`config.mk`:
```
export PLATFORM = sky130hd
export DESIGN_NAME = alu_wide
export DESIGN_NICKNAME = d
export VERILOG_FILES = /design/src/rtl/alu_wide.sv
export SDC_FILE = /design/constraint.sdc
export NUM_CORES = 1
export LEC_CHECK = 0
export CORE_MARGIN = 1.5
export CORE_UTILIZATION = 60
export DETAILED_ROUTE_END_ITERATION = 10
export PLACE_DENSITY = 0.89
export SYNTH_ARGS = -nofsm -noshare
export SYNTH_HDL_FRONTEND = slang
export SYNTH_SLANG_ARGS = --single-unit
```
`constraint.sdc`:
```
create_clock -name clock -period 6.9 [get_ports clock]
set_clock_uncertainty 0.05 [all_clocks]
set_input_delay 0.69 -clock clock [delete_from_list [all_inputs] [get_ports clock]]
set_output_delay 0.69 -clock clock [all_outputs]
set_load 0.05 [all_outputs]
```
`src/rtl/alu_wide.sv`:
```
// Parametrised accumulator ALU with carry/zero flags, barrel shifts and sticky error state.
// Optional shift-add multiply (opcode C) is built only when ALU_WIDE_MUL_EN is defined.
module alu_wide #(
  parameter int WIDTH = 8,
  parameter int SHW   = 4
) (
  input  logic             clock,
  input  logic             reset,
  input  logic [WIDTH+3:0] inst,
  input  logic             inst_wen,
  output logic [WIDTH-1:0] result,
  output logic             carry,
  output logic             zero,
  output logic             busy,
  output logic             error
);

  localparam logic [3:0] OP_LDI = 4'h1, OP_ADD = 4'h2, OP_SUB = 4'h3, OP_NOT = 4'h4,
                         OP_AND = 4'h5, OP_IOR = 4'h6, OP_XOR = 4'h7, OP_SHL = 4'h8,
                         OP_SHR = 4'h9, OP_ADC = 4'hA, OP_SBC = 4'hB, OP_MUL = 4'hC,
                         OP_CMP = 4'hD;

`ifdef ALU_WIDE_MUL_EN
  typedef enum logic [1:0] {S_READY = 2'd0, S_MUL = 2'd1, S_ERROR = 2'd2} state_t;
`else
  typedef enum logic [1:0] {S_READY = 2'd0, S_ERROR = 2'd2} state_t;
`endif

  state_t           state, state_nx;
  logic [3:0]       op;
  logic [WIDTH-1:0] imm, acc, acc_nx;
  logic [SHW-1:0]   sh;
  logic [WIDTH:0]   t;
  logic             c_nx, z_nx, acc_wr, op_bad, accept;

  assign op     = inst[WIDTH+3:WIDTH];
  assign imm    = inst[WIDTH-1:0];
  assign sh     = imm[SHW-1:0];
  assign accept = (state == S_READY) && inst_wen;
`ifdef ALU_WIDE_MUL_EN
  assign op_bad = (op == 4'hE) || (op == 4'hF);
`else
  assign op_bad = (op == 4'hE) || (op == 4'hF) || (op == OP_MUL);
`endif

  // single-cycle ops; t carries the (W+1)-bit intermediate so the top bit is carry/borrow
  always_comb begin
    acc_nx = acc;
    c_nx   = carry;
    acc_wr = 1'b1;
    t      = '0;
    case (op)
      OP_LDI: begin acc_nx = imm; c_nx = 1'b0; end
      OP_ADD: begin t = {1'b0, acc} + {1'b0, imm}; {c_nx, acc_nx} = t; end
      OP_SUB: begin t = {1'b0, acc} - {1'b0, imm}; {c_nx, acc_nx} = t; end
      OP_NOT: acc_nx = ~acc;
      OP_AND: acc_nx = acc & imm;
      OP_IOR: acc_nx = acc | imm;
      OP_XOR: acc_nx = acc ^ imm;
      OP_SHL: {c_nx, acc_nx} = {1'b0, acc} << sh;
      OP_SHR: {acc_nx, c_nx} = {acc, 1'b0} >> sh;
      OP_ADC: begin
        t = {1'b0, acc} + {1'b0, imm} + {{WIDTH{1'b0}}, carry};
        {c_nx, acc_nx} = t;
      end
      OP_SBC: begin
        t = {1'b0, acc} - {1'b0, imm} - {{WIDTH{1'b0}}, carry};
        {c_nx, acc_nx} = t;
      end
      OP_CMP: begin t = {1'b0, acc} - {1'b0, imm}; c_nx = t[WIDTH]; acc_wr = 1'b0; end
      default: acc_wr = 1'b0;
    endcase
    z_nx = (op == OP_CMP) ? (t[WIDTH-1:0] == '0) : (acc_wr ? (acc_nx == '0) : zero);
  end

`ifdef ALU_WIDE_MUL_EN
  localparam int CW = $clog2(WIDTH);
  logic [2*WIDTH-1:0] mcand, prod, prod_nx;
  logic [WIDTH-1:0]   mplier;
  logic [CW-1:0]      cnt;
  logic               last_step;

  assign prod_nx   = mplier[0] ? prod + mcand : prod;
  assign last_step = (cnt == CW'(WIDTH - 1));

  always_ff @(posedge clock) begin
    if (reset) begin
      mcand  <= '0;
      mplier <= '0;
      prod   <= '0;
      cnt    <= '0;
    end else if (accept && op == OP_MUL) begin
      mcand  <= {{WIDTH{1'b0}}, acc};
      mplier <= imm;
      prod   <= '0;
      cnt    <= '0;
    end else if (state == S_MUL) begin
      prod   <= prod_nx;
      mcand  <= mcand << 1;
      mplier <= mplier >> 1;
      cnt    <= cnt + CW'(1);
    end
  end
`endif

  always_ff @(posedge clock) begin
    if (reset) state <= S_READY;
    else       state <= state_nx;
  end

  always_comb begin
    state_nx = state;
    case (state)
      S_READY: begin
        if (inst_wen) begin
          if (op_bad) state_nx = S_ERROR;
`ifdef ALU_WIDE_MUL_EN
          else if (op == OP_MUL) state_nx = S_MUL;
`endif
        end
      end
`ifdef ALU_WIDE_MUL_EN
      S_MUL: if (last_step) state_nx = S_READY;
`endif
      default: ;
    endcase
  end

  always_ff @(posedge clock) begin
    if (reset) begin
      acc   <= '0;
      carry <= 1'b0;
      zero  <= 1'b0;
    end else begin
      if (accept) begin
        acc   <= acc_nx;
        carry <= c_nx;
        zero  <= z_nx;
      end
`ifdef ALU_WIDE_MUL_EN
      if (state == S_MUL && last_step) begin
        acc   <= prod_nx[WIDTH-1:0];
        carry <= |prod_nx[2*WIDTH-1:WIDTH];
        zero  <= (prod_nx[WIDTH-1:0] == '0);
      end
`endif
    end
  end

  assign result = acc;
  assign error  = (state == S_ERROR);
`ifdef ALU_WIDE_MUL_EN
  assign busy   = (state == S_MUL);
`else
  assign busy   = 1'b0;
`endif

endmodule
```
==> summary.md <==
| Metric | Value |
|---|---|
| Setup WS pre-CTS | `2.17 ns` |
| Slew Limit Fails | `0` |
| Grt ovf | `0` |
| Nets | `527` |
| Cell variety after synth | `86` |
| Worst-skew pair later-pin latency | `0.25 ns` |
| Die Footprint | `0.00630 mm^2` |
| Area Overhead vs Synth | `5.14%` |
| Synth Register Bits | `11` |
| DRT iter0 DRCs | `695` |
| Sequential share of the synthesized area | `0.0629` |
| Final wirelength | `11900 um` |
| Routability cong. | `1.06` |
| FF-to-FF setup slack | `3.37 ns` |
| CTS buffer count | `3` |
| Main area contributors after synthesis | `ha_1, dfxtp_1, nand2_1` |
| Worst Setup SP | `inst[1]` |
| Reg2reg path depth | `10` |
| Reg-to-reg endpoint | `carry` |
| PD cells | `136 mW/mm^2` |
| RR Startpoint | `result[3]` |
| Leakage power | `1.40 nW` |
| CTS resizes | `0` |
| Share of cells above drive strength 1 | `0.0861` |
| Yosys top cell by area | `ha_1` |
| Initial antenna violation count | `0` |
| Crit share post-route | `0.663` |
| Port bufs | `25` |
| CTS tree | `built` |
| CP max stage cell | `clkdlybuf4s50_1` |
| Vias | `4012` |
| TritonRoute pass-1 iters | `6` |
| Asr flop ratio synth | `0` |
| Hold Crit Class | `register to register` |
| Wire length per cell | `21.6 um` |
| Most numerous cell in the Yosys netlist | `nand2_1` |
| Antenna Cells | `0` |
| Worst EP required | `7.01 ns` |
| Run status | `complete, no violations` |
| Layout Cells excl Fill | `548` |
| Worst IR drop on VDD | `0.000133 V` |
| Core area | `0.00557 mm^2` |
| Worst path depth | `11` |
| Clock-pin slew on the worst setup and hold paths | `0.05 ns` |
| Syn Inst Count | `475` |
| Crit end category | `register` |
| Startpoint Class | `input pin` |
| Cts hold-fix bufs | `0` |
| Delay-heaviest family, CP | `compound AO/OA/AOI/OAI gates` |
| Maximum clock frequency | `219 MHz` |
| Largest net degree at the start of global routing | `39` |
| Post-synth EDFFs | `0` |
| Top cell type's share of synthesized area | `0.118` |
| Vias in the first global route | `3568` |
| Rel. slew slack | `0.369` |
| Die W | `79.4 um` |
| Setup_tns | `0 ns` |
| Starting density of the core | `0.628` |
| Number of clock sinks | `11` |
| Site Rows | `27` |
| DR vias/cell | `7.32` |
| Synth Cell Area | `0.00350 mm^2` |
| Most frequent cells after synthesis | `nand2_1, nor2_1, ha_1, inv_1, a21oi_1` |
| Total Power | `0.000501 W` |
| Critical Path Max Stage Delay | `1.04 ns` |
| Routed Antenna Nets | `0` |
| PnR worst setup slack | `2.32 ns` |
| Final setup vio count | `0` |
| GR Util All Layers | `0.378` |
| Top-level I/O count | `27` |
| DRC viols | `0` |
| Net Count, Synth | `525` |
| Slew @ Worst Pin | `0.943 ns` |
| CP Cell Sequence | `clkdlybuf4s50_1 -> inv_1 -> ha_1 -> o21bai_1 -> o211ai_1 -> o2bb2ai_1 -> xnor2_1 -> o221ai_1 -> a31oi_1 -> a32oi_1 -> o31ai_2` |
| Max cap viols | `0` |
| Setup crit end | `zero` |
| Final hold viol count | `0` |
| First-pass GRT wire length | `18500 um` |
| Dpl cells | `544` |
| Ys Warns | `0` |
| Clock buffer depth | `2` |
| Die Y | `79.4 um` |
| Htree depth | `1` |
| Clock root buffer | `clkbuf_8` |
| Critical path class | `input pin to register` |
| CP Data Arrival Time | `4.69 ns` |
| Crit path max fanout | `22` |
| Util after Layout | `0.661` |
| Post-layout min period | `4.58 ns` |
| Number of setup buffers added after CTS | `0` |
| CP Buf/Inv Count | `2` |
| Unrepaired setup endpoints after global routing | `false` |
| Mapped Avg Cell Area | `7.37 um^2` |
| Most used DFF post-synth | `dfxtp_1` |
| Final HPWL DP | `8950 um` |
==> logic make-up (layout without fill, tap and decap cells) <==
family / Yosys count / in the layout / share of synthesized area
DFF: 11 / 11 / 0.0629
xor gates and xnor gates: 19 / 19 / 0.0554
AOI/OAI and AO/OA: 155 / 155 / 0.327
buffers and inverters: 65 / 66 / 0.100
other: 1 / 1 / 0.00107
and+or+nand+nor: 170 / 170 / 0.257
muxes: 19 / 19 / 0.0668
adders and majority gates: 35 / 35 / 0.129
==> stage by stage <==
stage | hold WS, ns | cell area [um^2]
6_report | 0.490 | 3680
5_1_grt | 0.517 | 3680
4_1_cts | 0.478 | 3680
3_5_place_dp | 0.465 | 3640
3_3_place_gp | 0.451 | 3640
2_1_floorplan | 0.657 | 3500
==> worst reg2reg max path: stages (launching register included) <==
cell	delay, ns
dfxtp_1	0.62
inv_1	0.19
ha_1	0.52
nor2b_1	0.28
a2111oi_0	0.49
a211oi_2	0.15
a31oi_2	0.33
nand4b_1	0.16
xor2_1	0.21
a221oi_1	0.31
a211oi_1	0.09
==> report_power, final <==
group | switching, W | total [W] | internal (W) | leakage (nW)
Clock | 0.0000260 | 0.0000667 | 0.0000407 | 0.0228
Sequential | 0.0000183 | 0.0000872 | 0.0000689 | 0.0903
Combinational | 0.000216 | 0.000347 | 0.000130 | 1.29
==> sequential cells by signal, summed over array words and instances (netlist names) <==
register / count
result: 8
carry: 1
state: 1
zero: 1
==> layer usage <==
metal / vias to the layer above / global-route usage / part of all wire
li1: 1761 / - / -
met1: 1878 / 0.498 / 0.39
met2: 305 / 0.591 / 0.44
met3: 68 / 0.0766 / 0.13
met4: 0 / 0.172 / 0.045
met5: - / 0 / 0
==> layout make-up <==
class | count | area, um^2
inverter | 35 | 131
sequential | 11 | 220
fill | 498 | 1890
tap | 72 | 90.1
clock buffer | 4 | 45.0
timing repair buffer | 27 | 265
multi-input combinational | 399 | 2930
==> placed cells by master, fill, tap and decap left out, drive strengths merged, types with 13 or more instances in the layout <==
master	count
a21oi	30
clkdlybuf4s50	25
o21ai	23
a211oi	15
ha	33
nand2	43
nor2	34
xnor2	13
inv	35
nor3	15
nand3	14
nand2b	15
==> worst min path at each step <==
stage / depth (start not counted) / end / startpoint
floorplan: 2 / carry / carry
detailed placement: 2 / state[1] / state[1]
global placement: 2 / state[1] / state[1]
global route: 2 / carry / carry
CTS: 2 / carry / carry
finish: 2 / state[1] / state[1]
(Power assumes the default switching activity.)
